$ cat src/rtl/uart_rx_os_pkg.sv
// uart_pkg: shared definitions for the uart_rx_os receive path.
//   - parity mode encodings (PAR_NONE/PAR_EVEN/PAR_ODD)
//   - receiver FSM state type
//   - default divider width and a short divider for simulation
//   - 3-input majority helper used by the mid-bit voter
package uart_pkg;

    localparam int PAR_NONE = 0;
    localparam int PAR_EVEN = 1;
    localparam int PAR_ODD  = 2;

    localparam int WORD_SIZE         = 16;
    localparam int DEFAULT_DIV_WIDTH = WORD_SIZE;

    // Short bit period that keeps simulation runs brief.
    localparam int SIM_DIVIDE = 8;

    typedef enum logic [2:0] {
        S_IDLE,
        S_START,
        S_DATA,
        S_PARITY,
        S_STOP,
        S_BREAK
    } rx_state_t;

    function automatic logic vote3(input logic a, input logic b, input logic c);
        return (a & b) | (a & c) | (b & c);
    endfunction

endpackage

$ cat src/rtl/uart_rx_os_if.sv
// uart_rx_os_if: valid/ready word channel out of the receiver.
//   rx_data        head-of-FIFO data word
//   rx_parity_err  head word parity mismatch
//   rx_frame_err   head word had a stop bit sampled low
//   rx_valid       FIFO not empty
//   rx_ready       consumer accepts head word when rx_valid & rx_ready
// master: receiver side; slave: consumer side.
interface uart_rx_os_if #(
    parameter int DATA_BITS = 8
);
    logic [DATA_BITS-1:0] rx_data;
    logic                 rx_parity_err;
    logic                 rx_frame_err;
    logic                 rx_valid;
    logic                 rx_ready;

    modport master (
        output rx_data, rx_parity_err, rx_frame_err, rx_valid,
        input  rx_ready
    );

    modport slave (
        input  rx_data, rx_parity_err, rx_frame_err, rx_valid,
        output rx_ready
    );
endinterface

$ cat src/rtl/uart_rx_os_fifo.sv
// uart_rx_fifo: synchronous show-ahead FIFO.
//   clk, rst    clock, synchronous active-high reset (flushes contents)
//   push, din   write request and word
//   pop         read request; dout advances to the next entry next cycle
//   dout        head entry, taken directly from the storage registers
//   full, empty occupancy flags
// Push while full is ignored unless a pop happens in the same cycle.
module uart_rx_fifo #(
    parameter int WIDTH = 10,
    parameter int DEPTH = 4
) (
    input  logic             clk,
    input  logic             rst,
    input  logic             push,
    input  logic [WIDTH-1:0] din,
    input  logic             pop,
    output logic [WIDTH-1:0] dout,
    output logic             full,
    output logic             empty
);
    localparam int AW = $clog2(DEPTH);

    logic [WIDTH-1:0] mem [DEPTH];
    logic [AW-1:0]    wp, rp;
    logic [AW:0]      count;
    logic             push_ok, pop_ok;

    assign full    = (count == (AW+1)'(DEPTH));
    assign empty   = (count == '0);
    assign pop_ok  = pop & ~empty;
    assign push_ok = push & (~full | pop_ok);
    assign dout    = mem[rp];

    always_ff @(posedge clk) begin
        if (rst) begin
            wp    <= '0;
            rp    <= '0;
            count <= '0;
            for (int unsigned i = 0; i < DEPTH; i++) mem[i] <= '0;
        end else begin
            if (push_ok) begin
                mem[wp] <= din;
                wp      <= wp + 1'b1;
            end
            if (pop_ok) rp <= rp + 1'b1;
            if (push_ok && !pop_ok)      count <= count + 1'b1;
            else if (pop_ok && !push_ok) count <= count - 1'b1;
        end
    end
endmodule

$ cat src/rtl/uart_rx_os.sv
// uart_rx_os: oversampled asynchronous serial receiver.
//   clk, rst   clock, synchronous active-high reset
//   rxd        asynchronous serial line, idle high
//   divide     clk cycles per bit (values below 4 behave as 4)
//   rx         valid/ready word channel (master side)
//   break_det  one-cycle pulse per break event
//   overrun    one-cycle pulse when a completed word is dropped (FIFO full)
//   active     receiver FSM not idle
// Each bit is the majority of three samples around mid-bit; a frame is
// completed at the vote point of its last stop bit so the next start edge
// is never missed.
module uart_rx_os
    import uart_pkg::*;
#(
    parameter int DATA_BITS  = 8,
    parameter int PARITY     = PAR_NONE,
    parameter int STOP_BITS  = 1,
    parameter int DIV_WIDTH  = DEFAULT_DIV_WIDTH,
    parameter int FIFO_DEPTH = 4
) (
    input  logic                 clk,
    input  logic                 rst,
    input  logic                 rxd,
    input  logic [DIV_WIDTH-1:0] divide,
    uart_rx_os_if.master         rx,
    output logic                 break_det,
    output logic                 overrun,
    output logic                 active
);
    rx_state_t state, next;

    logic                 rxd_m, rxd_s, rxd_d;
    logic [DIV_WIDTH-1:0] div, half, cnt;
    logic [3:0]           bitn;
    logic [DATA_BITS-1:0] shreg;
    logic                 smp0, smp1, vote;
    logic                 par_bit, par_err, frm_err;
    logic                 at_s0, at_s1, at_vote, at_end, last_stop, is_break;
    logic                 push, brk_c, pop, fifo_full, fifo_empty;
    logic [DATA_BITS+1:0] fifo_din, fifo_dout;

    assign div       = (divide < DIV_WIDTH'(4)) ? DIV_WIDTH'(4) : divide;
    assign half      = div >> 1;
    assign at_s0     = (cnt == half - 1'b1);
    assign at_s1     = (cnt == half);
    assign at_vote   = (cnt == half + 1'b1);
    assign at_end    = (cnt == div - 1'b1);
    assign vote      = vote3(smp0, smp1, rxd_s);
    assign last_stop = (bitn == 4'(STOP_BITS - 1));
    assign is_break  = (shreg == '0) && !vote && ((PARITY == PAR_NONE) || !par_bit);
    assign active    = (state != S_IDLE);

    // Current stop bit is not yet in frm_err at the vote point, so fold it in here.
    assign fifo_din  = {frm_err | ~vote, par_err, shreg};

    always_ff @(posedge clk) begin
        if (rst) begin
            rxd_m <= 1'b1;
            rxd_s <= 1'b1;
            rxd_d <= 1'b1;
        end else begin
            rxd_m <= rxd;
            rxd_s <= rxd_m;
            rxd_d <= rxd_s;
        end
    end

    always_ff @(posedge clk) begin
        if (rst) state <= S_IDLE;
        else     state <= next;
    end

    always_comb begin
        next  = state;
        push  = 1'b0;
        brk_c = 1'b0;
        case (state)
            S_IDLE:   if (!rxd_s && rxd_d) next = S_START;
            S_START: begin
                if (at_vote && vote) next = S_IDLE;
                else if (at_end)     next = S_DATA;
            end
            S_DATA:   if (at_end && bitn == 4'(DATA_BITS - 1))
                          next = (PARITY != PAR_NONE) ? S_PARITY : S_STOP;
            S_PARITY: if (at_end) next = S_STOP;
            S_STOP:   if (at_vote && last_stop) begin
                          if (is_break) begin
                              brk_c = 1'b1;
                              next  = S_BREAK;
                          end else begin
                              push  = 1'b1;
                              next  = S_IDLE;
                          end
                      end
            S_BREAK:  if (rxd_s && at_end) next = S_IDLE;
            default:  next = S_IDLE;
        endcase
    end

    always_ff @(posedge clk) begin
        if (rst) begin
            cnt       <= '0;
            bitn      <= '0;
            shreg     <= '0;
            smp0      <= 1'b1;
            smp1      <= 1'b1;
            par_bit   <= 1'b0;
            par_err   <= 1'b0;
            frm_err   <= 1'b0;
            break_det <= 1'b0;
            overrun   <= 1'b0;
        end else begin
            break_det <= brk_c;
            overrun   <= push & fifo_full & ~pop;

            // In BREAK the counter measures continuous high time only.
            if (state == S_IDLE || next != state || at_end || (state == S_BREAK && !rxd_s))
                cnt <= '0;
            else
                cnt <= cnt + 1'b1;

            if (next != state)
                bitn <= '0;
            else if (at_end && (state == S_DATA || state == S_STOP))
                bitn <= bitn + 1'b1;

            if (at_s0) smp0 <= rxd_s;
            if (at_s1) smp1 <= rxd_s;

            case (state)
                S_IDLE: begin
                    par_bit <= 1'b0;
                    par_err <= 1'b0;
                    frm_err <= 1'b0;
                end
                S_DATA:   if (at_vote) shreg <= {vote, shreg[DATA_BITS-1:1]};
                S_PARITY: if (at_vote) begin
                              par_bit <= vote;
                              par_err <= (PARITY == PAR_ODD) ? (vote == ^shreg) : (vote != ^shreg);
                          end
                S_STOP:   if (at_vote && !vote) frm_err <= 1'b1;
                default:  ;
            endcase
        end
    end

    assign pop = rx.rx_valid & rx.rx_ready;

    uart_rx_fifo #(
        .WIDTH (DATA_BITS + 2),
        .DEPTH (FIFO_DEPTH)
    ) u_fifo (
        .clk   (clk),
        .rst   (rst),
        .push  (push),
        .din   (fifo_din),
        .pop   (pop),
        .dout  (fifo_dout),
        .full  (fifo_full),
        .empty (fifo_empty)
    );

    assign rx.rx_data       = fifo_dout[DATA_BITS-1:0];
    assign rx.rx_parity_err = fifo_dout[DATA_BITS];
    assign rx.rx_frame_err  = fifo_dout[DATA_BITS+1];
    assign rx.rx_valid      = ~fifo_empty;
endmodule

$ cat src/flat_wrapper.sv
// flat-port wrapper written by rule: the top's interface ports become plain ports
module uart_rx_os_flat import uart_pkg::*;
#(
    parameter int DATA_BITS  = 8,
    parameter int PARITY     = PAR_NONE,
    parameter int STOP_BITS  = 1,
    parameter int DIV_WIDTH  = DEFAULT_DIV_WIDTH,
    parameter int FIFO_DEPTH = 4
)
  (clk, rst, rxd, divide, break_det, overrun, active, rx_rx_data, rx_rx_parity_err, rx_rx_frame_err, rx_rx_valid, rx_rx_ready);
  uart_rx_os_if #(.DATA_BITS(DATA_BITS)) rx_i ();
  input  logic clk;
  input  logic rst;
  input  logic rxd;
  input  logic [DIV_WIDTH-1:0] divide;
  output logic break_det;
  output logic overrun;
  output logic active;
  output wire logic [$bits(rx_i.rx_data)-1:0] rx_rx_data;
  output wire logic [$bits(rx_i.rx_parity_err)-1:0] rx_rx_parity_err;
  output wire logic [$bits(rx_i.rx_frame_err)-1:0] rx_rx_frame_err;
  output wire logic [$bits(rx_i.rx_valid)-1:0] rx_rx_valid;
  input wire logic [$bits(rx_i.rx_ready)-1:0] rx_rx_ready;
  assign rx_rx_data = rx_i.rx_data;
  assign rx_rx_parity_err = rx_i.rx_parity_err;
  assign rx_rx_frame_err = rx_i.rx_frame_err;
  assign rx_rx_valid = rx_i.rx_valid;
  assign rx_i.rx_ready = rx_rx_ready;
  uart_rx_os #(.DATA_BITS(DATA_BITS), .PARITY(PARITY), .STOP_BITS(STOP_BITS), .DIV_WIDTH(DIV_WIDTH), .FIFO_DEPTH(FIFO_DEPTH)) u_core (.clk(clk), .rst(rst), .rxd(rxd), .divide(divide), .rx(rx_i), .break_det(break_det), .overrun(overrun), .active(active));
endmodule
$ cat config.mk
export PLATFORM = sky130hd
export DESIGN_NAME = uart_rx_os_flat
export DESIGN_NICKNAME = d
export VERILOG_FILES = /design/src/rtl/uart_rx_os_pkg.sv /design/src/rtl/uart_rx_os_if.sv /design/src/rtl/uart_rx_os_fifo.sv /design/src/rtl/uart_rx_os.sv /design/src/flat_wrapper.sv
export SDC_FILE = /design/constraint.sdc
export NUM_CORES = 1
export LEC_CHECK = 0
export ABC_AREA = 1
export CAP_MARGIN = 20
export CELL_PAD_IN_SITES_DETAIL_PLACEMENT = 1
export CELL_PAD_IN_SITES_GLOBAL_PLACEMENT = 2
export CORE_UTILIZATION = 38
export DETAILED_ROUTE_END_ITERATION = 6
export PLACE_DENSITY_LB_ADDON = 0.1
export SKIP_CTS_REPAIR_TIMING = 1
export SLEW_MARGIN = 20
export SYNTH_ARGS = -nofsm -noshare
export SYNTH_HDL_FRONTEND = slang
export SYNTH_HIERARCHICAL = 1
export SYNTH_SLANG_ARGS = --single-unit
$ cat constraint.sdc
create_clock -name clk -period 11.5 [get_ports clk]
set_input_delay 2.875 -clock clk [delete_from_list [all_inputs] [get_ports clk]]
set_output_delay 2.875 -clock clk [all_outputs]
set_load 0.005 [all_outputs]
## After elaboration in Yosys (flattened, before gate mapping)

Memory sizes are Yosys's and may differ from the RTL's. A register that Yosys moved wholly into a read port is not among the register bits.
Cells that the tools add are included.
W data, S select, Z words.

- Register bits after elaboration: 47
- Bits in writable memories: 40
- Output and inout port bits: 14
- Logic and storage cells: 125
- Memories: 1

Memory list:

| name | depth | width | read ports | clocked after Yosys merged registers in | wr ports | RTL line | source |
|---|---|---|---|---|---|---|---|
| u_core.u_fifo.mem | 4 | 10 | 1 | 1 | 4 | uart_rx_os_fifo.sv:23 | `logic [WIDTH-1:0] mem [DEPTH];` |

- Add/sub/neg operators: 9
- Order comparisons: 1
- Eq/ne operators: 15
- Multiplexer cells: 30
- Bitwise operators: 18
- Reductions and logical operators: 35

Operators by type and width:

| operator | count |
|---|---|
| $eq A16 B16 Y1 | 3 |
| $mux W3 | 10 |
| $pmux W3 S6 | 1 |
| $add A15 B1 Y16 const B | 1 |
| $add A16 B1 Y16 const B | 1 |
| $eq A16 B15 Y1 | 1 |
| $lt A16 B3 Y1 const B | 1 |
| $mux W16 | 1 |
| $sub A15 B1 Y16 const B | 1 |
| $sub A16 B1 Y16 const B | 1 |
| $mux W1 | 12 |
| $logic_and A1 B1 Y1 | 11 |
| $mux W10 | 1 |
| $reduce_or A10 Y1 | 1 |
| $eq A3 B3 Y1 const B | 3 |
| $and A1 B1 Y1 | 8 |
| $logic_not A8 Y1 | 1 |
| $reduce_xor A8 Y1 | 1 |
| $eq A3 B2 Y1 const B | 2 |
| $logic_not A3 Y1 | 2 |
| $mux W2 | 3 |
| $not A1 Y1 | 6 |
| $reduce_and A2 Y1 | 3 |
| $reduce_bool A2 Y1 | 3 |
| 18 further kinds | 30 |

## Depth between registers and ports, before layout

Gate-level depths: netlist (run 1).

- Depth after elaboration: 14
- Gate-level depth with buffers: 31

## Cells and area by module

The synthesis (run 1) kept the hierarchy.

Modules (own cells, without submodules):

| module | times used | cells each | area an instance (um^2) | seq. area each (um^2) |
|---|---|---|---|---|
| uart_rx_os | 1 | 701 | 4251.6 | 800.8 |
| uart_rx_fifo | 1 | 221 | 2306.0 | 1381.3 |

## Worst setup path after synthesis (run 1)

No wires, ideal clock.

- Path type: input to register
- Start: input port divide[11]
- End: memory u_core.u_fifo.mem[0][0] (enable)
- Arrival time: 6.093 ns
- Data required time: 11.109 ns
- Setup slack: 5.016 ns
- Stages on the path: 22
- Buffers on the path: 2
- Cells stage by stage: buf_2 > nor2_4 > nand2_4 > nor2_4 > nand2_4 > nand2_2 > ha_1 > nand3_1 > nor2_1 > buf_2 > nand3_1 > nand2_1 > nand2_1 > inv_1 > nand3_1 > nor3_1 > nand4_1 > nor3b_1 > nand2_1 > nor2_1 > nand4_1 > o21ai_0

RTL lines:

| item | RTL line | source |
|---|---|---|
| start: declaration | flat_wrapper.sv:15 | `input logic [DIV_WIDTH-1:0] divide;` |
| end: declaration | uart_rx_os_fifo.sv:23 |  |

==> results of run 1 <==
## critical path, cell delays in order
cell and delay, ns:
clkdlybuf4s50_1 0.69, nor2_8 0.27, nand2_4 0.10, nor2_4 0.14, nand2_4 0.12, nand2_2 0.14
ha_1 0.19, nand3_1 0.08, nor2_1 0.64, nand2_1 0.23, xor2_1 0.26, nand3_1 0.12
nor3_1 0.14, nand4_1 0.16, nor3b_1 0.30, nand2_1 0.12, nor2_1 0.25, nand4_1 0.47
o21ai_1 0.85
## stage by stage
| stage | power, mW | cells | instance area [um^2] |
|---|---|---|---|
| 6_report | 0.732 | 1158 | 7260 |
| 5_1_grt | 0.762 | 1158 | 7260 |
| 4_1_cts | 0.741 | 1158 | 7260 |
| 3_5_place_dp | 0.425 | 1142 | 6950 |
| 3_3_place_gp | 0.423 | 1142 | 6950 |
| 2_1_floorplan | 0.397 | 922 | 6560 |
## synthesized netlist by cell type, drive strengths merged, types with 17 or more instances
| cell | count |
|---|---|
| nand4 | 32 |
| nand3 | 70 |
| buf | 21 |
| nor3 | 24 |
| edfxtp | 40 |
| dfxtp | 49 |
| o21ai | 49 |
| nand2 | 187 |
| nor2 | 150 |
| xor2 | 45 |
| a21oi | 20 |
| xnor2 | 17 |
| inv | 147 |
## metal layers
layer  global-route usage  vias up
met5                    0        -
met4               0.0688        0
met3               0.0350       23
met2                0.396       88
met1                0.335     2913
li1                     -     2969
## where the power goes
part           switching [mW]  total (mW)  leakage, nW  internal, mW
clock                   0.140       0.313        0.150         0.173
sequential            0.00186       0.336        0.808         0.335
combinational          0.0552      0.0822         2.23        0.0271
total                   0.197       0.732         3.18         0.535
## state kept, by name (all words and copies together) (netlist names), named ones only
register and cells:
u_core/shreg 8, u_core/smp0 1, u_core/u_fifo/count 3, u_core/smp1 1
u_core/rxd_m 1, u_core/bitn 4, u_core/rxd_d 1, u_core/u_fifo/rp 2
u_core/u_fifo/mem 40, u_core/break_det 1, u_core/rxd_s 1, u_core/frm_err 1
u_core/state 3, u_core/u_fifo/wp 2, u_core/overrun 1, u_core/par_err 1
u_core/cnt 16
## final timing paths
check | slack, ns | endpoint | cells after the start | from
max | 3.29 | u_core/u_fifo/mem[0][3] | 19 | divide[10]
min | 0.41 | u_core/rxd_s | 1 | u_core/rxd_m
max reg2reg | 7.06 | u_core/u_fifo/mem[0][3] | 14 | u_core/cnt[2]
min reg2reg | 0.41 | u_core/rxd_s | 1 | u_core/rxd_m
## logic make-up (layout without fill, tap and decap cells)
group,count (synthesis),in the layout
adder cells (fa/ha/maj),12,12
buffers and inverters,185,201
AND/OR/NAND/NOR,483,483
XOR/XNOR,63,63
AO/OA/AOI/OAI,90,90
flip-flops,89,89
## final cells by class
| class | instances | area (um^2) |
|---|---|---|
| well taps | 220 | 275 |
| repair buffers | 37 | 360 |
| flip-flops and latches | 89 | 2180 |
| inverters | 148 | 556 |
| multi-input cells | 648 | 3580 |
| clock inverters | 7 | 82.6 |
| fillers | 2154 | 9440 |
| clock buffers | 9 | 225 |
==> flow_summary.yaml, run 1 <==
setup_path:
  critical_path_class: "in -> reg"
  required_ns: 11.47
  end_kind: "flip-flop"
  startpoint_type: "input pin"
  critPathArrivalTime_ns: 8.18
  crit_fanout: 12
synthesis:
  synth_compound_area_frac: 0.0754
  synth_top_family_by_area: "simple AND/OR/NAND/NOR gates"
  synthAdderAreaFrac: 0.0240
  ys_seq_area_frac: 0.333
  netlist.area_leader.share: 0.183
  synth_top_cell_by_area: "edfxtp_1"
  netlist_instances: 922
  synth_ff_type: "dfxtp_1"
  syn_area_um2: 6560
  netlist_top_cells_area: "edfxtp_1 18%, dfxtp_1 15%, nand2_1 9.7%, inv_1 8.2%, nor2_1 6.1%"
  synth-async-reset-ratio: 0
  synth_cell_types: 46
  synth-simple-area-share: 0.360
  syn_area_per_cell_um2: 7.11
  ys_seq_elements: 89
  synth_edf_count: 40
  mappedNetlistNets: 954
  synth_warnings: 6
  synthMuxAreaShare: 0
  synthXorXnorAreaFrac: 0.0862
layout:
  post-route-util: 0.435
  fin_nets: 965
  antenna_cells: 0
  drive_above_1_share: 0.0959
  layout_commonest_cell: "nand2_1"
  layout_common_cells: "170 x nand2_1, 143 x inv_1, 107 x nor2_1, 68 x nand3_1, 49 x dfxtp_1"
  area_growth_pct: 10.7
sta:
  fin_worst_skew_ns: 0.0122
  hold_viol_final: 0
  finalCritPeriodShare: 0.714
  worst_pin_slew_ns: 0.844
  fin_hold_ws_ns: 0.412
  setup_viol: 0
  maxSlewHeadroom: 0.433
  max_freq_mhz: 122
  fin_setup_tns_ns: 0
  layout_min_cycle_time_ns: 8.21
  layout_setup_ws_ns: 3.29
  grt_setup_unrepaired: "false"
  finalMaxSlewViolations: 0
die:
  die_h_um: 133
  dieWidth_um: 133
  io-pin-count: 34
  std_cell_rows: 47
  die_area_um2: 17800
  core_um2: 16700
  start_util: 0.393
placement:
  dp_hpwl_mm: 16.6
  routabilityCongestion: 0.885
  place_ws_ns: 2.62
  io_buffers: 33
drt:
  drc_errors: 0
  via_per_inst: 5.18
  drt_iter0_markers: 371
  dr.pass1.iters: 5
  wl_met3_um: 626
  vias: 5993
  drt-met1-wl_mm: 10.3
  met2_length_mm: 9.60
  routedWlPerCell_um: 18.0
  wl_mm: 20.9
  top_layer_used: "met4"
  drtAntennaViolNets: 0
grt:
  grt_pass1_wl_mm: 33.3
  gr-usage-all-layers: 0.244
  grt_max_degree: 22
  overflow: 0
  grt_pass1_vias: 6179
  antenna_found_initial: 0
job:
  drv_cap: 0
cts:
  root_buffer: "clkbuf_16"
  ctsLongestPathBuffers: 2
  cts_tree: "built"
  clkSinkCount: 89
  clk_latency_ns: 0.35
  clk_pin_slew_ns: 0.07
  cts_max_level: 3
  cts_buffers: 9
power_and_ir_drop:
  ir_drop_v: 0.0000689
  leakage_nw: 3.18
  powerDensity_nw_per_um2: 101
hold_path:
  hold_class: "reg -> reg"
outcome:
  outcome: "complete, no violations"
No activity file was read; power rests on OpenSTA's default activity.
==> inputs of run 2 (changes only) <==
- CORE_UTILIZATION: 38 -> 35
- clock period: 11.5 -> 8.05 ns (I/O delays scaled with it)
==> run 2 against run 1 <==
Effect of this change:
- the run now ends with DRC left
- critical path depth increased by 7
- clock skew decreased by 0.0012 ns
- utilization is 3.5 points lower
- clock power up 35%
- global-route usage down 2.3 points
- register-to-register slack worse by 2.8 ns
- count of clock-buffer cells in the layout did not move
- combinational power increased by 41%
- critical endpoint is now u_core/u_fifo/count[2]
==> flow_summary.yaml, run 2 (synthesized netlist as in run 1, its figures left out) <==
die:
  die_h_um: 139
  io-pin-count: 34
  std_cell_rows: 49
  core_um2: 18100
  die_area_um2: 19300
  start_util: 0.361
  dieWidth_um: 139
hold_path:
  holdPathEnd: "u_core/rxd_s"
  hold_class: "reg -> reg"
  hp-start: "u_core/rxd_m"
  hold_depth: 1
setup_path:
  cp_slowest_cell: "clkdlybuf4s50_1"
  critical_path.top_delay_family: "simple AND/OR/NAND/NOR gates"
  r2r_end: "u_core/u_fifo/count[2]"
  cp.depth: 26
  r2r_start: "u_core/cnt[2]"
  critical_path_class: "in -> reg"
  critPathMaxStageDelay_ns: 0.70
  crit_fanout: 11
  startpoint_type: "input pin"
  required_ns: 8.29
  worstRegToRegCells: 21
  end_kind: "flip-flop"
  critPathArrivalTime_ns: 7.04
  rrSetupSlack_ns: 4.23
  cp.buffers_inverters: 3
drt:
  drc_errors: 3
  wl_mm: 20.1
  dr.pass1.iters: 6
  routedWlPerCell_um: 17.3
  drtAntennaViolNets: 0
  vias: 5955
  via_per_inst: 5.10
  drt_iter0_markers: 294
grt:
  grt_pass1_wl_mm: 33.3
  gr-usage-met1: 0.308
  grt_pass1_vias: 6238
  antenna_found_initial: 0
  grt_max_degree: 22
  grt_use_met3: 0.0311
  overflow: 0
  use_met2: 0.353
  gr-usage-all-layers: 0.221
  busiest_layer: "met2"
layout:
  area_growth_pct: 10.7
  antenna_cells: 0
  fin_nets: 965
  multiInputGateArea_um2: 3580
  post-route-util: 0.400
  drive_above_1_share: 0.0959
  seq_area_um2: 2180
  regMostFlops: "u_core/u_fifo/mem"
  layout_common_cells: "170 x nand2_1, 143 x inv_1, 107 x nor2_1, 68 x nand3_1"
  largest_reg_flops: 40
  layout_commonest_cell: "nand2_1"
  fillers: 2275
  reg_top3: "u_core/u_fifo/mem (40), u_core/cnt (16), u_core/shreg (8)"
power_and_ir_drop:
  powerDensity_nw_per_um2: 140
  ir_drop_v: 0.0000933
  power_mw: 1.02
  leakage_nw: 3.17
placement:
  place_ws_ns: 0.885
  routabilityCongestion: 0.950
  dp_hpwl_mm: 16.4
  io_buffers: 33
cts:
  ctsLongestPathBuffers: 2
  cts_tree: "built"
  clk_pin_slew_ns: 0.07
  cts_max_level: 3
  root_buffer: "clkbuf_16"
  clkSinkCount: 89
  cts_buffers: 9
  clk_latency_ns: 0.35
sta:
  setup_viol: 0
  grt_setup_unrepaired: "false"
  finalMaxSlewViolations: 0
  finalCritPeriodShare: 0.845
  max_freq_mhz: 147
  worst_pin_slew_ns: 0.743
  fin_setup_tns_ns: 0
  maxSlewHeadroom: 0.503
  layout_setup_ws_ns: 1.25
  layout_min_cycle_time_ns: 6.80
  hold_viol_final: 0
  fin_worst_skew_ns: 0.0109
outcome:
  violations: "DRC"
  outcome: "complete, but fails checks"
job:
  drv_cap: 0
run 2: worst reg2reg max path, delay by kind of cell (launching register included):
family / cells / cell delay (ns)
compound gates: 3 / 0.32
xor+xnor: 1 / 0.37
fa+ha+maj: 2 / 0.54
buf+inv: 3 / 0.26
flops: 1 / 0.46
simple gates: 12 / 1.76
run 2: how the worst max path moves through the flow:
stage	slack [ns]	from	end
after floorplan	2.43	divide[11]	u_core/u_fifo/mem[0][0]
after global placement	1.12	divide[10]	u_core/u_fifo/count[2]
after detailed placement	0.89	divide[10]	u_core/u_fifo/count[2]
after CTS	1.24	divide[10]	u_core/u_fifo/count[2]
after global routing	0.75	divide[10]	u_core/u_fifo/count[2]
final	1.25	divide[10]	u_core/u_fifo/count[2]
run 2: power by group:
part | switching [mW] | internal, mW | total (mW)
logic | 0.0767 | 0.0389 | 0.116
clock network | 0.206 | 0.218 | 0.423
registers | 0.00248 | 0.478 | 0.480
run 2: cell type report:
type,instances,area share
clock buffer,9,0.0310
timing repair buffer,37,0.0496
clock inverter,7,0.00948
inverter,148,0.0765
multi-input combinational,648,0.493
sequential,89,0.301
tap,229,0.0395
run 2: layer usage:
metal / vias up / wire length (um)
met5: - / 0
met4: 0 / 439
met3: 26 / 611
met2: 89 / 8800
met1: 2868 / 10300
li1: 2972 / -
run 2: stage by stage:
| step | cell area, um^2 | std cells | hold WS [ns] |
|---|---|---|---|
| floorplan | 6560 | 922 | 0.389 |
| global placement | 6960 | 1151 | 0.395 |
| detailed placement | 6960 | 1151 | 0.406 |
| CTS | 7260 | 1167 | 0.430 |
| global route | 7260 | 1167 | 0.441 |
| finish | 7260 | 1167 | 0.421 |
